==> config.mk <==
export PLATFORM = sky130hd
export DESIGN_NAME = car_motion_controller
export DESIGN_NICKNAME = d
export VERILOG_FILES = /design/src/rtl/car_motion_controller.sv
export SDC_FILE = /design/constraint.sdc
export NUM_CORES = 1
export LEC_CHECK = 0
export CAP_MARGIN = 10
export CORE_AREA = 2 2 54 56
export CTS_CLUSTER_DIAMETER = 150
export DETAILED_ROUTE_END_ITERATION = 7
export DIE_AREA = 0 0 56 58
export GPL_TIMING_DRIVEN = 0
export SLEW_MARGIN = 20
export SYNTH_ARGS = -nofsm -noshare
export SYNTH_HDL_FRONTEND = slang
export SYNTH_SLANG_ARGS = --single-unit
==> constraint.sdc <==
create_clock -name clk -period 2.2 [get_ports clk]
set_clock_uncertainty 0.15 [all_clocks]
set_input_delay 0.55 -clock clk [delete_from_list [all_inputs] [get_ports clk]]
set_output_delay 0.55 -clock clk [all_outputs]
set_load 0.02 [all_outputs]
==> src/rtl/car_motion_controller.sv <==
// Car motion controller: moves the car floor by floor to a latched destination, then cycles the door.
// Latency: door opens |dest-floor|*TRAVEL_TICKS+1 cycles after the request cycle; busy for that + DOOR_TICKS + 1.
// Backpressure: req_ready only in IDLE; req_valid seen while busy is dropped, so the requester must hold or re-issue.
module car_motion_controller #(
  parameter logic [1:0] ST_FLOOR     = 2'b00,
  parameter logic [1:0] ND_FLOOR     = 2'b01,
  parameter logic [1:0] RD_FLOOR     = 2'b10,
  parameter int         TRAVEL_TICKS = 4,
  parameter int         DOOR_TICKS   = 6
) (
  input  logic       clk,
  input  logic       rst,
  input  logic [1:0] open_when,
  input  logic       req_valid,
  output logic       req_ready,
  output logic [1:0] floor,
  output logic       is_mooving,
  output logic       motor_up,
  output logic       motor_down,
  output logic       door_open,
  output logic       st_clr,
  output logic       nd_clr,
  output logic       rd_clr
);

  localparam int MAX_TICKS = (TRAVEL_TICKS > DOOR_TICKS) ? TRAVEL_TICKS : DOOR_TICKS;
  localparam int CNT_W     = (MAX_TICKS > 1) ? $clog2(MAX_TICKS) : 1;
  localparam logic [CNT_W-1:0] TRAVEL_LAST = CNT_W'(TRAVEL_TICKS - 1);
  localparam logic [CNT_W-1:0] DOOR_LAST   = CNT_W'(DOOR_TICKS - 1);

  typedef enum logic [2:0] {
    IDLE      = 3'd0,
    MOVE_UP   = 3'd1,
    MOVE_DOWN = 3'd2,
    DOOR      = 3'd3,
    CLOSE     = 3'd4
  } state_t;

  state_t           state, state_nxt;
  logic [1:0]       floor_nxt;
  logic [1:0]       dest, dest_nxt;
  logic [CNT_W-1:0] cnt, cnt_nxt;
  logic [2:0]       clr, clr_nxt;   // {rd, nd, st}

  // Map a floor encoding onto its call-LED clear bit.
  function automatic logic [2:0] clr_of(input logic [1:0] f);
    logic [2:0] r;
    r = 3'b000;
    if (f == ST_FLOOR) r = 3'b001;
    if (f == ND_FLOOR) r = 3'b010;
    if (f == RD_FLOOR) r = 3'b100;
    return r;
  endfunction

  // Next-state logic: request acceptance, floor stepping, door timing.
  always_comb begin
    state_nxt = state;
    floor_nxt = floor;
    dest_nxt  = dest;
    cnt_nxt   = cnt;
    clr_nxt   = 3'b000;
    case (state)
      IDLE: begin
        // 2'b11 names no floor, so it is never accepted
        if (req_valid && open_when != 2'b11) begin
          dest_nxt = open_when;
          cnt_nxt  = '0;
          if (open_when > floor) begin
            state_nxt = MOVE_UP;
          end else if (open_when < floor) begin
            state_nxt = MOVE_DOWN;
          end else begin
            state_nxt = DOOR;
            clr_nxt   = clr_of(floor);
          end
        end
      end
      MOVE_UP, MOVE_DOWN: begin
        if (cnt == TRAVEL_LAST) begin
          cnt_nxt   = '0;
          floor_nxt = (state == MOVE_UP) ? floor + 2'd1 : floor - 2'd1;
          // Intermediate floors are passed without stopping
          if (floor_nxt == dest) begin
            state_nxt = DOOR;
            clr_nxt   = clr_of(floor_nxt);
          end
        end else begin
          cnt_nxt = cnt + 1'b1;
        end
      end
      DOOR: begin
        if (cnt == DOOR_LAST) begin
          cnt_nxt   = '0;
          state_nxt = CLOSE;
        end else begin
          cnt_nxt = cnt + 1'b1;
        end
      end
      CLOSE: begin
        // One closed-door busy cycle gives the queue a clean is_mooving fall
        state_nxt = IDLE;
      end
      default: state_nxt = IDLE;
    endcase
  end

  // State, position, counter and clear-pulse registers.
  always_ff @(posedge clk or posedge rst) begin
    if (rst) begin
      state <= IDLE;
      floor <= ST_FLOOR;
      dest  <= ST_FLOOR;
      cnt   <= '0;
      clr   <= 3'b000;
    end else begin
      state <= state_nxt;
      floor <= floor_nxt;
      dest  <= dest_nxt;
      cnt   <= cnt_nxt;
      clr   <= clr_nxt;
    end
  end

  // Status flags decode straight from registered state only.
  assign req_ready  = (state == IDLE);
  assign is_mooving = (state != IDLE);
  assign motor_up   = (state == MOVE_UP);
  assign motor_down = (state == MOVE_DOWN);
  assign door_open  = (state == DOOR);
  assign st_clr     = clr[0];
  assign nd_clr     = clr[1];
  assign rd_clr     = clr[2];

endmodule

==> impl_metrics.toml, run 1 <==
[run_status]
status = "completed"

[floorplan]
fp.dieW_um = 56
initial_core_util_pct = 33.6
row_count = 19
boundaryPins = 15
die_h_um = 58
die-area_sq_um = 3250
core_area_sq_um = 2660

[placement]
dp_hpwl_mm = 1.44
placedCellCount = 139
dpl_cell_area_sq_um = 1070
portBuffers = 14
gp_congestion = 0.807

[final_layout]
final_util_pct = 40.9
fillers = 275
area_growth_pct = 22.0
drive_gt1_share_pct = 16.2
layout_common_cells = "dfrtp_1, inv_1, ha_1"
final_common_cell = "dfrtp_1"
fin_nets = 127
diodes = 0
final_cell_area_sq_um = 1090
final_cells = 142

[grt]
grt.overflow.total = 0
antenna_found_initial = 0
grt_max_degree = 14
grtUsageTotal_pct = 13.0
grt_pass1_wl_mm = 3.26
grt_pass1_vias = 742

[setup_path]
reg2reg_depth = 6
r2r_start = "cnt[0]"
critPathCaptureType = "output port"
r2r_setup_slack_ns = 0.28
arrival_ns = 1.40
critPathMaxFanout = 8
crit_path_start_kind = "flip-flop"
worstSetupPathType = "flip-flop to output port"
required_ns = 1.50
r2r_end = "clr[2]"

[timing]
worst_pin_slew_ns = 0.529
drv_slew = 0
fmax_mhz = 475
final-setup-viol-count = 0
rsz0062_at_grt = "no"
slew_headroom_pct = 64.7
finalCritPeriodShare_pct = 95.7
period_needed_ns = 2.10
final-hold-violation-count = 0

[yosys]
yosysSeqAreaShare_pct = 36.4
synth_cell_types = 33
synth.cell_area_sq_um = 893
synth_warnings = 0
ys_seq_elements = 13
synth_nets = 109
syn_inst = 94
syn_area_per_cell_sq_um = 9.50

[clock_tree]
clkTransAtPathRegs_ns = 0.08
root_buffer = "clkbuf_4"
clockBufferDepth = 2
cts_made_buffers = 3
cts_resized = 14
clock-sinks = 13
post_cts_buffers = 0
tritoncts = "yes"
clk_latency_ns = 0.28
cts_max_level = 1
hold_buffers = 0

[routing]
drc = 0
via_per_inst = 5.09
vias = 723
wire_per_inst_um = 13.3
drtPass1Iterations = 4
first_iter_violations = 15
antenna_left = 0
totalWireLength_mm = 1.89

[power_and_ir_drop]
swShare_pct = 46.9
pwr-share-clk_pct = 9.7
vdd_drop_max_mv = 0.673
internal-power_uw = 838
combPwrFrac_pct = 62.9
p_leak_uw = 0.000510
pwr_density_cell_nw_per_um2 = 1450
seq_power_share_pct = 27.4
p_sw_uw = 741
power_uw = 1580

[worst_hold_path]
hold_end = "cnt[1]"
min_path_cells = 1
min-delay-start = "cnt[1]"
min_path_type = "flip-flop to flip-flop"

[flow_run]
cap_violations = 0
sequential cells by signal, summed over array words and instances, names as in the netlist:
register  flops
clr           3
cnt           3
floor         2
state         3
dest          2
through the flow:
stage / setup WS [ns] / hold WS (ns) / TNS [ns]
after floorplan: 0.157 / 0.277 / 0
after global placement: -0.168 / 0.372 / -0.366
after detailed placement: -0.166 / 0.381 / -0.370
after CTS: -0.0459 / 0.400 / -0.0459
after global routing: 0.0562 / 0.440 / 0
final: 0.0954 / 0.397 / 0
synthesized netlist by cell type (all sizes together):
master	count	area, sq um
o32ai	1	8.76
a2111oi	1	8.76
nand3	2	10.0
or2b	1	7.51
a21bo	1	10.0
dfrtp	13	325
nor2	6	22.5
nor2b	4	25.0
o2bb2ai	1	8.76
a21oi	2	10.0
nor3b	2	15.0
mux2i	1	10.0
nand2	6	22.5
nor4	1	6.26
a22oi	2	15.0
and3	1	6.26
buf	3	23.8
ha	10	125
or2	1	8.76
a21o	2	15.0
o22ai	1	6.26
a221o	1	10.0
o21ai	5	25.0
a32o	2	20.0
inv	13	48.8
nor3	2	21.3
or3	1	6.26
nand3b	1	7.51
mux2	1	11.3
xnor2	6	52.6
final cells by class:
cell class / count / area [sq um] / area share [%]
flip-flops and latches: 13 / 325 / 29.9
clock buffers: 4 / 26.3 / 2.41
plain buffers: 2 / 18.8 / 1.72
inverters: 13 / 48.8 / 4.48
repair buffers: 14 / 121 / 11.1
multi-input cells: 65 / 510 / 46.8
well taps: 31 / 38.8 / 3.56
logic make-up after synthesis:
| kind of cell | count (synthesis) | synth area share [%] |
|---|---|---|
| compound gates | 19 | 15.4 |
| xor+xnor | 6 | 5.88 |
| fa+ha+maj | 10 | 14.0 |
| buf+inv | 16 | 8.12 |
| flops | 13 | 36.4 |
| mux | 2 | 2.38 |
| simple gates | 28 | 17.8 |
worst max-delay path, cell delays in order, from the launching register on:
cell and delay (ns):
dfrtp_1 0.38, buf_6 0.14, or3_4 0.42, inv_2 0.08
buf_6 0.11
layer usage:
layer / GRT usage, % / share of wire [%]
met5: 0 / 0
met4: 8.16 / 2.3
met3: 1.34 / 2.5
met2: 22.2 / 49
met1: 15.8 / 47
worst max path at each step:
stage | start | end | slack, ns | depth (start not counted)
after CTS | state[0] | req_ready | -0.05 | 5
after detailed placement | state[0] | req_ready | -0.17 | 5
final | state[0] | req_ready | 0.1 | 4
after global routing | state[0] | req_ready | 0.06 | 4
after floorplan | state[2] | clr[1] | 0.16 | 5
after global placement | state[2] | motor_up | -0.17 | 3
power by group through the flow:
| stage | Sequential [uW] | Combinational [uW] | Clock, uW |
|---|---|---|---|
| after floorplan | 439 | 700 | 0 |
| after global placement | 431 | 981 | 0 |
| after detailed placement | 437 | 1010 | 0 |
| after CTS | 433 | 986 | 161 |
| after global routing | 446 | 1100 | 169 |
| final | 433 | 994 | 152 |
No activity file was read; power rests on OpenSTA's default activity.
==> run 2, diff against run 1 <==
--- a/config.mk
+++ b/config.mk
@@ -7,7 +7,7 @@
 export LEC_CHECK = 0
 export CAP_MARGIN = 10
 export CORE_AREA = 2 2 54 56
-export CTS_CLUSTER_DIAMETER = 150
+export CTS_CLUSTER_SIZE = 10
 export DETAILED_ROUTE_END_ITERATION = 7
 export DIE_AREA = 0 0 56 58
 export GPL_TIMING_DRIVEN = 0
==> constraint.sdc (replaced) <==
create_clock -name clk -period 2.2 [get_ports clk]
set_clock_uncertainty 0.15 [all_clocks]
set_input_delay 0.55 -clock clk [delete_from_list [all_inputs] [get_ports clk]]
set_output_delay 0.55 -clock clk [all_outputs]
set_load 0.005 [all_outputs]
==> impl_metrics.toml, run 2 (synthesis results as in run 1) <==
[placement]
portBuffers = 14
gp_congestion = 0.807
pre_cts_slack_ns = -0.0630
dp_hpwl_mm = 1.44

[setup_path]
crit_family = "buffers and inverters"
worstSetupPathType = "flip-flop to output port"
slowest_stage = "dfrtp_1"
r2r_start = "cnt[0]"
max_stage_delay_ns = 0.38
critPathCaptureType = "output port"
arrival_ns = 1.44
crit_chain = "buf_6 -> or3_4 -> dlygate4sd2_1"
required_ns = 1.50
critPathMaxFanout = 8
crit_path_start_kind = "flip-flop"
crit_path_start = "state[0]"
crit_buf_inv = 2

[grt]
grt_max_degree = 14
grtUsageTotal_pct = 12.9
grt_pass1_wl_mm = 3.26
grt_pass1_vias = 743
antenna_found_initial = 0
grt.overflow.total = 0

[power_and_ir_drop]
pwr_density_cell_nw_per_um2 = 1370
p_leak_uw = 0.000536
vdd_drop_max_mv = 0.614

[final_layout]
area_growth_pct = 27.7
final_util_pct = 42.9
fillers = 273
fin_nets = 131
drive_gt1_share_pct = 15.7
diodes = 0
layout_common_cells = "inv_1, dfrtp_1, ha_1"
top_regs = "clr (3), cnt (3), state (3)"

[floorplan]
core_area_sq_um = 2660
initial_core_util_pct = 33.6
die_h_um = 58
die-area_sq_um = 3250
fp.dieW_um = 56
boundaryPins = 15
row_count = 19

[worst_hold_path]
min_path_type = "flip-flop to flip-flop"
min-delay-start = "cnt[1]"

[routing]
wire_per_inst_um = 13.1
via_per_inst = 5.04
vias = 736
drtPass1Iterations = 4
totalWireLength_mm = 1.91
drc = 0
first_iter_violations = 18
antenna_left = 0

[timing]
fmax_mhz = 468
slew_headroom_pct = 64.7
postLayoutSetupSlackWorst_ns = 0.0642
finalCritPeriodShare_pct = 97.1
worst_pin_slew_ns = 0.528
drv_slew = 0
period_needed_ns = 2.14
rsz0062_at_grt = "no"
tns_ns = 0
final-hold-violation-count = 0
final-setup-viol-count = 0

[flow_run]
cap_violations = 0

[clock_tree]
clk_latency_ns = 0.28
root_buffer = "clkbuf_4"
cts_made_buffers = 3
clockBufferDepth = 2
cts_max_level = 1
tritoncts = "yes"
clkTransAtPathRegs_ns = 0.08
hold_buffers = 0
clock-sinks = 13

[run_status]
status = "completed"
-- run 2: worst paths after layout --
| check | endpoint | slack [ns] | cells past startpoint |
|---|---|---|---|
| max | is_mooving | 0.06 | 3 |
| min | cnt[1] | 0.40 | 1 |
| max reg2reg | clr[2] | 0.27 | 6 |
| min reg2reg | cnt[1] | 0.40 | 1 |
| max in group asynchronous | state[1] | 1.08 | 2 |
| min in group asynchronous | floor[0] | 0.44 | 2 |
-- run 2: where the power goes --
part	internal (uW)	switching [uW]	leakage [uW]
registers	329	89.8	0.000166
logic	493	496	0.000355
clock network	70.5	85.1	0.0000150
-- run 2: layout make-up --
type	instances	area, sq um	area share (%)
multi-input combinational	65	517	45.3
timing repair buffer	18	165	14.5
inverter	13	48.8	4.28
tap	31	38.8	3.40
sequential	13	327	28.6
clock buffer	4	26.3	2.30
buffer	2	18.8	1.64
-- run 2: per-layer routing --
metal	track usage, %	vias up	routed length [um]
li1	-	361	-
met1	15.9	359	893
met2	21.8	11	926
met3	1.34	5	45
met4	8.16	0	46
met5	0	-	0
-- run 2: timing repair --
item | 4_1_cts | 5_1_grt
pin swaps | 2 | 0
setup endpoints to repair | 5 | 3
gates cloned | 0 | 0
gates resized for setup | 10 | 2
buffers inserted | 3 | 1
hold endpoints to repair | 0 | 0
-- run 2: worst reg2reg max path, stage by stage, from the launching register on --
cell     delay, ns
dfrtp_1       0.42
ha_1          0.20
ha_1          0.14
inv_1         0.07
nor3_2        0.35
nor3b_1       0.33
a32o_1        0.22
-- run 2: metrics by stage --
step                instances  hold WS, ns  total power (uW)  cell area, sq um
global route              146        0.440              1700              1140
detailed placement        139        0.381              1360              1070
floorplan                  94        0.277              1060               893
finish                    146        0.399              1560              1140
global placement          139        0.372              1330              1070
CTS                       145        0.400              1560              1130
